**src/rtl/stim_pkg.sv**
```systemverilog
// Shared types and constants for the stimulus sequencer.
// The MISR constants serve the optional STIM_SEQUENCER_MISR_EN build.
package stim_pkg;

  typedef enum logic [1:0] {
    MODE_EXHAUSTIVE = 2'd0,
    MODE_WALK1      = 2'd1,
    MODE_STEP       = 2'd2,
    MODE_RSVD       = 2'd3
  } mode_t;

  typedef enum logic [2:0] {
    ST_IDLE      = 3'd0,
    ST_APPLY     = 3'd1,
    ST_SETTLE    = 3'd2,
    ST_SAMPLE    = 3'd3,
    ST_WAIT_STEP = 3'd4,
    ST_FINISH    = 3'd5
  } state_t;

  // x^32 + x^22 + x^2 + x + 1, with the x^32 term implicit
  localparam logic [31:0] MISR_POLY = 32'h0040_0007;
  localparam logic [31:0] MISR_SEED = 32'hFFFF_FFFF;

  function automatic logic [31:0] lfsr_step(input logic [31:0] s);
    return {s[30:0], 1'b0} ^ (s[31] ? MISR_POLY : 32'h0);
  endfunction

endpackage

```
**src/rtl/stim_misr.sv**
```systemverilog
// 32-bit multiple-input signature register compacting DUT responses.
// Load (seed) takes priority over a compaction step.
module stim_misr
  import stim_pkg::*;
#(
  parameter int DATA_W = 1
) (
  input  logic              clk,
  input  logic              rst_n,
  input  logic              load,
  input  logic              en,
  input  logic [DATA_W-1:0] data,
  output logic [31:0]       signature
);

  logic [31:0] sig_reg;
  logic [31:0] sig_next;

  always_comb begin
    sig_next = sig_reg;
    if (load) begin
      sig_next = MISR_SEED;
    end else if (en) begin
      sig_next = lfsr_step(sig_reg) ^ 32'(data);
    end
  end

  always_ff @(posedge clk or negedge rst_n) begin
    if (!rst_n) begin
      sig_reg <= '0;
    end else begin
      sig_reg <= sig_next;
    end
  end

  assign signature = sig_reg;

endmodule

```
**src/rtl/stim_sequencer.sv**
```systemverilog
// Stimulus engine: drives exhaustive / walking-one / single-step vectors into a DUT
// and samples its response after a settle delay. Define STIM_SEQUENCER_MISR_EN for a response signature.
module stim_sequencer
  import stim_pkg::*;
#(
  parameter int INPUT_SIZE    = 3,
  parameter int OUTPUT_SIZE   = 1,
  parameter int SETTLE_CYCLES = 4
) (
  input  logic                   clk,
  input  logic                   rst_n,
  input  logic                   start,
  input  logic                   abort,
  input  logic [1:0]             mode,
  input  logic                   step,
  output logic [INPUT_SIZE-1:0]  stim,
  input  logic [OUTPUT_SIZE-1:0] resp,
  output logic                   sample_valid,
  output logic [INPUT_SIZE-1:0]  sample_vec,
  output logic [OUTPUT_SIZE-1:0] sample_resp,
  output logic [INPUT_SIZE:0]    vec_count,
  output logic                   busy,
  output logic                   done
`ifdef STIM_SEQUENCER_MISR_EN
  ,
  output logic [31:0]            signature
`endif
);

  localparam int CNT_W = $clog2(SETTLE_CYCLES + 1);
  localparam logic [INPUT_SIZE-1:0] VEC_ONES  = '1;
  localparam logic [INPUT_SIZE-1:0] WALK_LAST = INPUT_SIZE'(1) << (INPUT_SIZE - 1);

  state_t                 state_reg, state_next;
  mode_t                  mode_reg, mode_next;
  logic [INPUT_SIZE-1:0]  vec_reg, vec_next;
  logic [CNT_W-1:0]       cnt_reg, cnt_next;
  logic [INPUT_SIZE-1:0]  stim_reg, stim_next;
  logic                   svalid_reg, svalid_next;
  logic [INPUT_SIZE-1:0]  svec_reg, svec_next;
  logic [OUTPUT_SIZE-1:0] sresp_reg, sresp_next;
  logic [INPUT_SIZE:0]    count_reg, count_next;
  logic                   busy_reg, busy_next;
  logic                   done_reg, done_next;

  mode_t                 start_mode;
  logic [INPUT_SIZE-1:0] first_vec;
  logic                  is_last;

  // Reserved mode code behaves as exhaustive
  assign start_mode = (mode == MODE_RSVD) ? MODE_EXHAUSTIVE : mode_t'(mode);
  assign first_vec  = (start_mode == MODE_WALK1) ? INPUT_SIZE'(1) : '0;
  assign is_last    = (mode_reg == MODE_WALK1) ? (vec_reg == WALK_LAST) : (vec_reg == VEC_ONES);

  always_comb begin
    state_next  = state_reg;
    mode_next   = mode_reg;
    vec_next    = vec_reg;
    cnt_next    = cnt_reg;
    stim_next   = stim_reg;
    svalid_next = 1'b0;
    svec_next   = svec_reg;
    sresp_next  = sresp_reg;
    count_next  = count_reg;
    busy_next   = busy_reg;
    done_next   = 1'b0;

    if (state_reg != ST_IDLE && abort) begin
      state_next = ST_IDLE;
      stim_next  = '0;
      busy_next  = 1'b0;
    end else begin
      case (state_reg)
        ST_IDLE: begin
          if (start) begin
            mode_next  = start_mode;
            vec_next   = first_vec;
            count_next = '0;
            busy_next  = 1'b1;
            state_next = ST_APPLY;
          end
        end
        ST_APPLY: begin
          stim_next  = vec_reg;
          cnt_next   = CNT_W'(SETTLE_CYCLES - 1);
          state_next = ST_SETTLE;
        end
        ST_SETTLE: begin
          if (cnt_reg == '0) begin
            state_next = ST_SAMPLE;
          end else begin
            cnt_next = cnt_reg - 1'b1;
          end
        end
        ST_SAMPLE: begin
          svalid_next = 1'b1;
          svec_next   = stim_reg;
          sresp_next  = resp;
          count_next  = count_reg + 1'b1;
          if (is_last) begin
            state_next = ST_FINISH;
          end else begin
            vec_next   = (mode_reg == MODE_WALK1) ? (vec_reg << 1) : (vec_reg + 1'b1);
            state_next = (mode_reg == MODE_STEP) ? ST_WAIT_STEP : ST_APPLY;
          end
        end
        ST_WAIT_STEP: begin
          if (step) begin
            state_next = ST_APPLY;
          end
        end
        ST_FINISH: begin
          done_next  = 1'b1;
          busy_next  = 1'b0;
          vec_next   = '0;
          state_next = ST_IDLE;
        end
        default: state_next = ST_IDLE;
      endcase
    end
  end

  always_ff @(posedge clk or negedge rst_n) begin
    if (!rst_n) begin
      state_reg  <= ST_IDLE;
      mode_reg   <= MODE_EXHAUSTIVE;
      vec_reg    <= '0;
      cnt_reg    <= '0;
      stim_reg   <= '0;
      svalid_reg <= 1'b0;
      svec_reg   <= '0;
      sresp_reg  <= '0;
      count_reg  <= '0;
      busy_reg   <= 1'b0;
      done_reg   <= 1'b0;
    end else begin
      state_reg  <= state_next;
      mode_reg   <= mode_next;
      vec_reg    <= vec_next;
      cnt_reg    <= cnt_next;
      stim_reg   <= stim_next;
      svalid_reg <= svalid_next;
      svec_reg   <= svec_next;
      sresp_reg  <= sresp_next;
      count_reg  <= count_next;
      busy_reg   <= busy_next;
      done_reg   <= done_next;
    end
  end

  assign stim         = stim_reg;
  assign sample_valid = svalid_reg;
  assign sample_vec   = svec_reg;
  assign sample_resp  = sresp_reg;
  assign vec_count    = count_reg;
  assign busy         = busy_reg;
  assign done         = done_reg;

`ifdef STIM_SEQUENCER_MISR_EN
  logic misr_load;
  logic misr_en;

  // Compaction happens on exactly the cycles that register a sample
  assign misr_load = (state_reg == ST_IDLE) && start;
  assign misr_en   = (state_reg == ST_SAMPLE) && !abort;

  stim_misr #(
    .DATA_W(OUTPUT_SIZE)
  ) u_misr (
    .clk       (clk),
    .rst_n     (rst_n),
    .load      (misr_load),
    .en        (misr_en),
    .data      (resp),
    .signature (signature)
  );
`endif

endmodule

```
**config.mk**
```make
export PLATFORM = sky130hd
export DESIGN_NAME = stim_sequencer
export DESIGN_NICKNAME = d
export VERILOG_FILES = /design/src/rtl/stim_pkg.sv /design/src/rtl/stim_misr.sv /design/src/rtl/stim_sequencer.sv
export SDC_FILE = /design/constraint.sdc
export NUM_CORES = 1
export LEC_CHECK = 0
export ABC_AREA = 1
export BUFFER_PORTS_ARGS = -buffer_cell sky130_fd_sc_hd__buf_2
export CORE_MARGIN = 5
export CORE_UTILIZATION = 40
export CTS_CLUSTER_DIAMETER = 40
export DETAILED_ROUTE_END_ITERATION = 8
export PLACE_DENSITY = 0.69
export SLEW_MARGIN = 15
export SYNTH_ARGS = -nofsm -noshare
export SYNTH_HDL_FRONTEND = slang
export SYNTH_SLANG_ARGS = --single-unit
```
**constraint.sdc**
```tcl
create_clock -name clk -period 1.9 [get_ports clk]
set_input_delay 0.38 -clock clk [delete_from_list [all_inputs] [get_ports clk]]
set_output_delay 0.38 -clock clk [all_outputs]
set_load 0.02 [all_outputs]
```
# Word-level counts from Yosys, hierarchy flattened
# Index checks and enable logic that the tools add are counted.
dict set report op_classes {
  bitwise 1
  n_reduce_logical 16
  n_eq_ne 17
  mux 27
  addsub 3
}
# op count
set op_table {}
lappend op_table {{$mux 3} 12}
lappend op_table {{$pmux 3 s5} 1}
lappend op_table {{$eq 3x3->1 const B} 4}
lappend op_table {{$reduce_and 3->1} 4}
lappend op_table {{$ne 3x3->1 const B} 3}
lappend op_table {{$pmux 3 s3} 1}
lappend op_table {{$reduce_bool 3->1} 3}
lappend op_table {{$mux 1} 8}
lappend op_table {{$pmux 4 s2} 1}
lappend op_table {{$eq 3x2->1 const B} 2}
lappend op_table {{$logic_not 3->1} 2}
lappend op_table {{$ne 2x2->1 const B} 3}
lappend op_table {{$pmux 3 s2} 1}
lappend op_table {{$reduce_bool 2->1} 3}
lappend op_table {{$add 4x1->4 const B} 1}
lappend op_table {{$eq 2x1->1 const B} 2}
lappend op_table {{$eq 2x2->1 const B} 2}
lappend op_table {{$mux 4} 1}
lappend op_table {{$reduce_and 2->1} 2}
lappend op_table {{$reduce_and 4->1} 1}
lappend op_table {{$add 3x1->3 const B} 1}
lappend op_table {{$eq 3x1->1 const B} 1}
lappend op_table {{$sub 3x1->3 const B} 1}
lappend op_table {{$mux 2} 1}
lappend op_table {{3 further kinds} 3}
dict set report totals {
  ff_bits 25
  wordCells 75
  out_inout_bits 14
  in_bits 8
}

# Depth between registers and ports, before layout
dict set report logic_depth {
  ltp_word 6
  depth_mapped 9
  mapped_depth_nobuf 9
}

# Worst setup path before layout
# OpenSTA, ideal clock, no wires.
dict set report synth_timing {
  kind {reg2reg}
  from {register state_reg[0]}
  to {register vec_reg[1]}
  path_buffers 0
  setup_time_ps 117
  t_required_ps 1783
  period_less_slack_ps 1256
  slack_ps 644
  arrival_ps 1140
  path_stages_with_launch 9
  path_cell_list {dfrtp_1 nor2_4 nand2_2 nand2_4 nand2_2 nor2_4 nand2_2 nand2_1 nand2_1}
}
dict set report synth_via {
  elab_chain_len 4
  word_cells_on_any_way 11
  classes_between {eq/ne: 4; mux: 1; bitwise: 1; reduce/logical: 5}
}
# element line_no
set synth_rtl {}
lappend synth_rtl {{from (decl)} stim_sequencer.sv:34} ;# state_t state_reg, state_next;
lappend synth_rtl {{from (signal assigned)} stim_sequencer.sv:137} ;# state_reg <= state_next;
lappend synth_rtl {{parallel branches: the longest is 4 deep, another holds $reduce_and 4->1} --}
lappend synth_rtl {{to (signal assigned)} stim_sequencer.sv:139} ;# vec_reg <= vec_next;
lappend synth_rtl {{to (decl)} stim_sequencer.sv:36} ;# logic [INPUT_SIZE-1:0] vec_reg, vec_next;
# Several ways; the timed one is not identified.
# A chain may end at the register's enable or synchronous reset.

# Final worst setup path
dict set report layout_timing {
  from {register state_reg[0]}
  to {register vec_reg[0]}
}
# The elaborated chain is that of the path after synthesis.

==> impl_metrics.csv <==
group,metric,value,unit
global_route,met2_usage,18.4,%
clocking,clock-root-buffer,"clkbuf_4",
floorplanning,die_area,4640,um^2
yosys,synth_nets,183,
floorplanning,rows,21,
pwr,powerDensity,1340,nW/um^2
pwr,fin_total_pwr,2070,uW
floorplanning,core,3310,um^2
place,hpwlAfterDp,2040,um
yosys,syn_avg_cell_area,7.96,um^2
clocking,clock_sinks,25,
pwr,intPower,1110,uW
floorplanning,ios,22,
worst_setup_path,path_class,"flop to flop",
final_layout,layout-drive-gt1-share,21.0,%
floorplanning,die_h,68.2,um
yosys,ys_types,22,
sta,drv_slew,0,
route,via_per_inst,4.64,
final_layout,nNetsFinal,209,
floorplanning,die_w,68.2,um
final_layout,utilization,46.6,%
clocking,clock_path_buffers,2,
sta,finalHoldViolCount,0,
clocking,postCtsSetupBuffers,0,
worst_setup_path,path_delay_family,"simple AND/OR/NAND/NOR gates",
place,place_congestion,0.860,
global_route,met1_usage,17.2,%
yosys,yosysSeqAreaShare,46.3,%
outcome,status,"complete, no violations",
final_layout,final_cell_area,1540,um^2
final_layout,nFillCells,341,
global_route,grt_max_degree,26,
yosys,synthesis.area,1350,um^2
worst_setup_path,path_buf_inv,0,
sta,finalSetupViolations,0,
route,drc_errors,0,
yosys,yosys_warnings,0,
worst_setup_path,arrival,1630,ps
pwr,power_switching_share,46.3,%
yosys,synth_adder_area_share,4.63,%
sta,tns,0,ps
sta,hold_slack,36.8,ps
yosys,yosys.area_share.xor_xnor,1.30,%
clocking,clk_latency,310,ps
global_route,grt_antenna_before_repair,0,
pwr,combinationalPowerShare,47.9,%
route,wire_per_inst,10.8,um
min_path,hold_class,"primary input to asynchronous set/reset pin",
yosys,synthCells,170,
job,maxCapViolCount,0,
worst_setup_path,endpoint_kind,"flop",
clocking,cts_tree,"done",
pwr,p_sw,959,uW
global_route,grt_pass1_wl,4360,um
route,drtIter0Drc,44,
global_route,grt_overflow_total,0,
sta,skew,6.82,ps
route,antenna_left,0,
final_layout,multi_input_area,623,um^2
global_route,grt_pass1_vias,979,
worst_setup_path,crit_top_cell,"nand2_2",
pwr,p_leak,0.000870,uW
pwr,p_seq_share,40.6,%
worst_setup_path,path_max_fanout,9,
yosys,ys_ff_latch,25,
global_route,grt_use_total,12.3,%
final_layout,largest_register_ffs,4,
yosys,synth_compound_area_share,6.85,%
floorplanning,start_util,40.9,%
worst_setup_path,path_cells,"nor2_4 -> nand2_2 -> nand2_4 -> nand2_2 -> nor2_4 -> nand2_2 -> nand2_1 -> nand2_1",
worst_setup_path,crit_required,2130,ps
sta,period_share,74.1,%
sta,period_minus_slack,1410,ps
route,drt-total-wl,2590,um
place,place_area,1520,um^2
clocking,path_clk_slew,140,ps
route,first_pass_iters,4,
pwr,irDropWorstVdd,0.471,mV
sta,max_slew.worst_pin.slew,562,ps
clocking,postCtsHoldBufs,0,
route,via_count,1118,
place,portBuffers,21,
clocking,cts_made_buffers,3,
clocking,ctsResizeCount,0,
final_layout,syn2layout_area_growth,14.0,%
worst_setup_path,slowest_delay,500,ps
sta,max_freq,710,MHz
worst_setup_path,crit_path_top_delay_cell,"dfrtp_1",
clocking,cts-htree-levels,1,
yosys,muxShareOfSynthArea,0,%
final_layout,seq_area,626,um^2
sta,rsz0062_at_grt,"no",
global_route,use_met3,2.63,%
sta,slew_headroom,62.6,%
worst_setup_path,start_kind,"flop",
final_layout,diodes,0,
pwr,clock_power_share,11.5,%
global_route,top_usage_layer,"met2",
yosys,synth-simple-area-share,33.3,%
yosys,synth_top_family_by_area,"simple AND/OR/NAND/NOR gates",
[worst paths after layout]
check	from	to	slack [ps]	cells past startpoint
max	state_reg[0]	vec_reg[0]	490	8
min	rst_n	sample_resp	40	1
max reg2reg	state_reg[0]	vec_reg[0]	490	8
min reg2reg	sample_vec[0]	sample_vec[0]	480	2
max in group asynchronous	rst_n	sample_vec[0]	1490	1
min in group clk	resp	sample_resp	260	3
[cell usage after synthesis, drive strengths merged]
library cell / count / area (um^2)
nand2: 53 / 216
inv: 27 / 104
dfrtp: 25 / 626
nand3: 20 / 118
nor2: 18 / 104
o21ai: 9 / 45.0
a21oi: 8 / 40.0
ha: 5 / 62.6
nand4: 2 / 12.5
o211ai: 1 / 7.51
xnor2: 1 / 8.76
xor2: 1 / 8.76
[placed cells by master, fill, tap and decap left out]
cell	instances
inv_2	4
dfrtp_1	25
xnor2_1	1
nor2_8	1
nand3_1	18
nor2_4	2
nand3_2	1
nor2_1	13
clkbuf_4	3
nand2_4	1
o21ai_1	2
nor2_2	2
buf_2	21
inv_1	22
nand2_1	48
inv_4	1
nand4_1	2
nand2_2	4
a21oi_1	8
o211ai_1	1
nand3_4	1
o21ai_0	7
clkbuf_1	1
xor2_1	1
ha_1	5
[power by group through the flow]
stage	logic, uW	clock network [uW]	registers, uW
global route	1140	267	862
detailed placement	1000	0	853
finish	991	238	841
global placement	993	0	847
floorplan	645	0	942
CTS	1000	244	841
[cells by family after synthesis]
kind of cell / Yosys count
adders and majority gates: 5
AOI/OAI and AO/OA: 18
and+or+nand+nor: 93
buffers and inverters: 27
xor gates and xnor gates: 2
DFF: 25
[through the flow]
stage	worst slack, ps	instances
floorplan	644	170
global placement	504	237
detailed placement	502	237
CTS	486	241
global route	361	241
finish	492	241
[metal layers]
layer	vias up	part of all wire (%)
li1	589	-
met2	27	44
met5	-	0
met4	0	1.6
met3	4	5.4
met1	498	49
[area by class of cell]
class | instances | area share [%]
Inverter | 27 | 6.74
Clock buffer | 4 | 1.70
Multi-Input combinational cell | 118 | 40.4
Tap cell | 46 | 3.73
Sequential cell | 25 | 40.6
Timing Repair Buffer | 21 | 6.82
(Power assumes the default switching activity.)
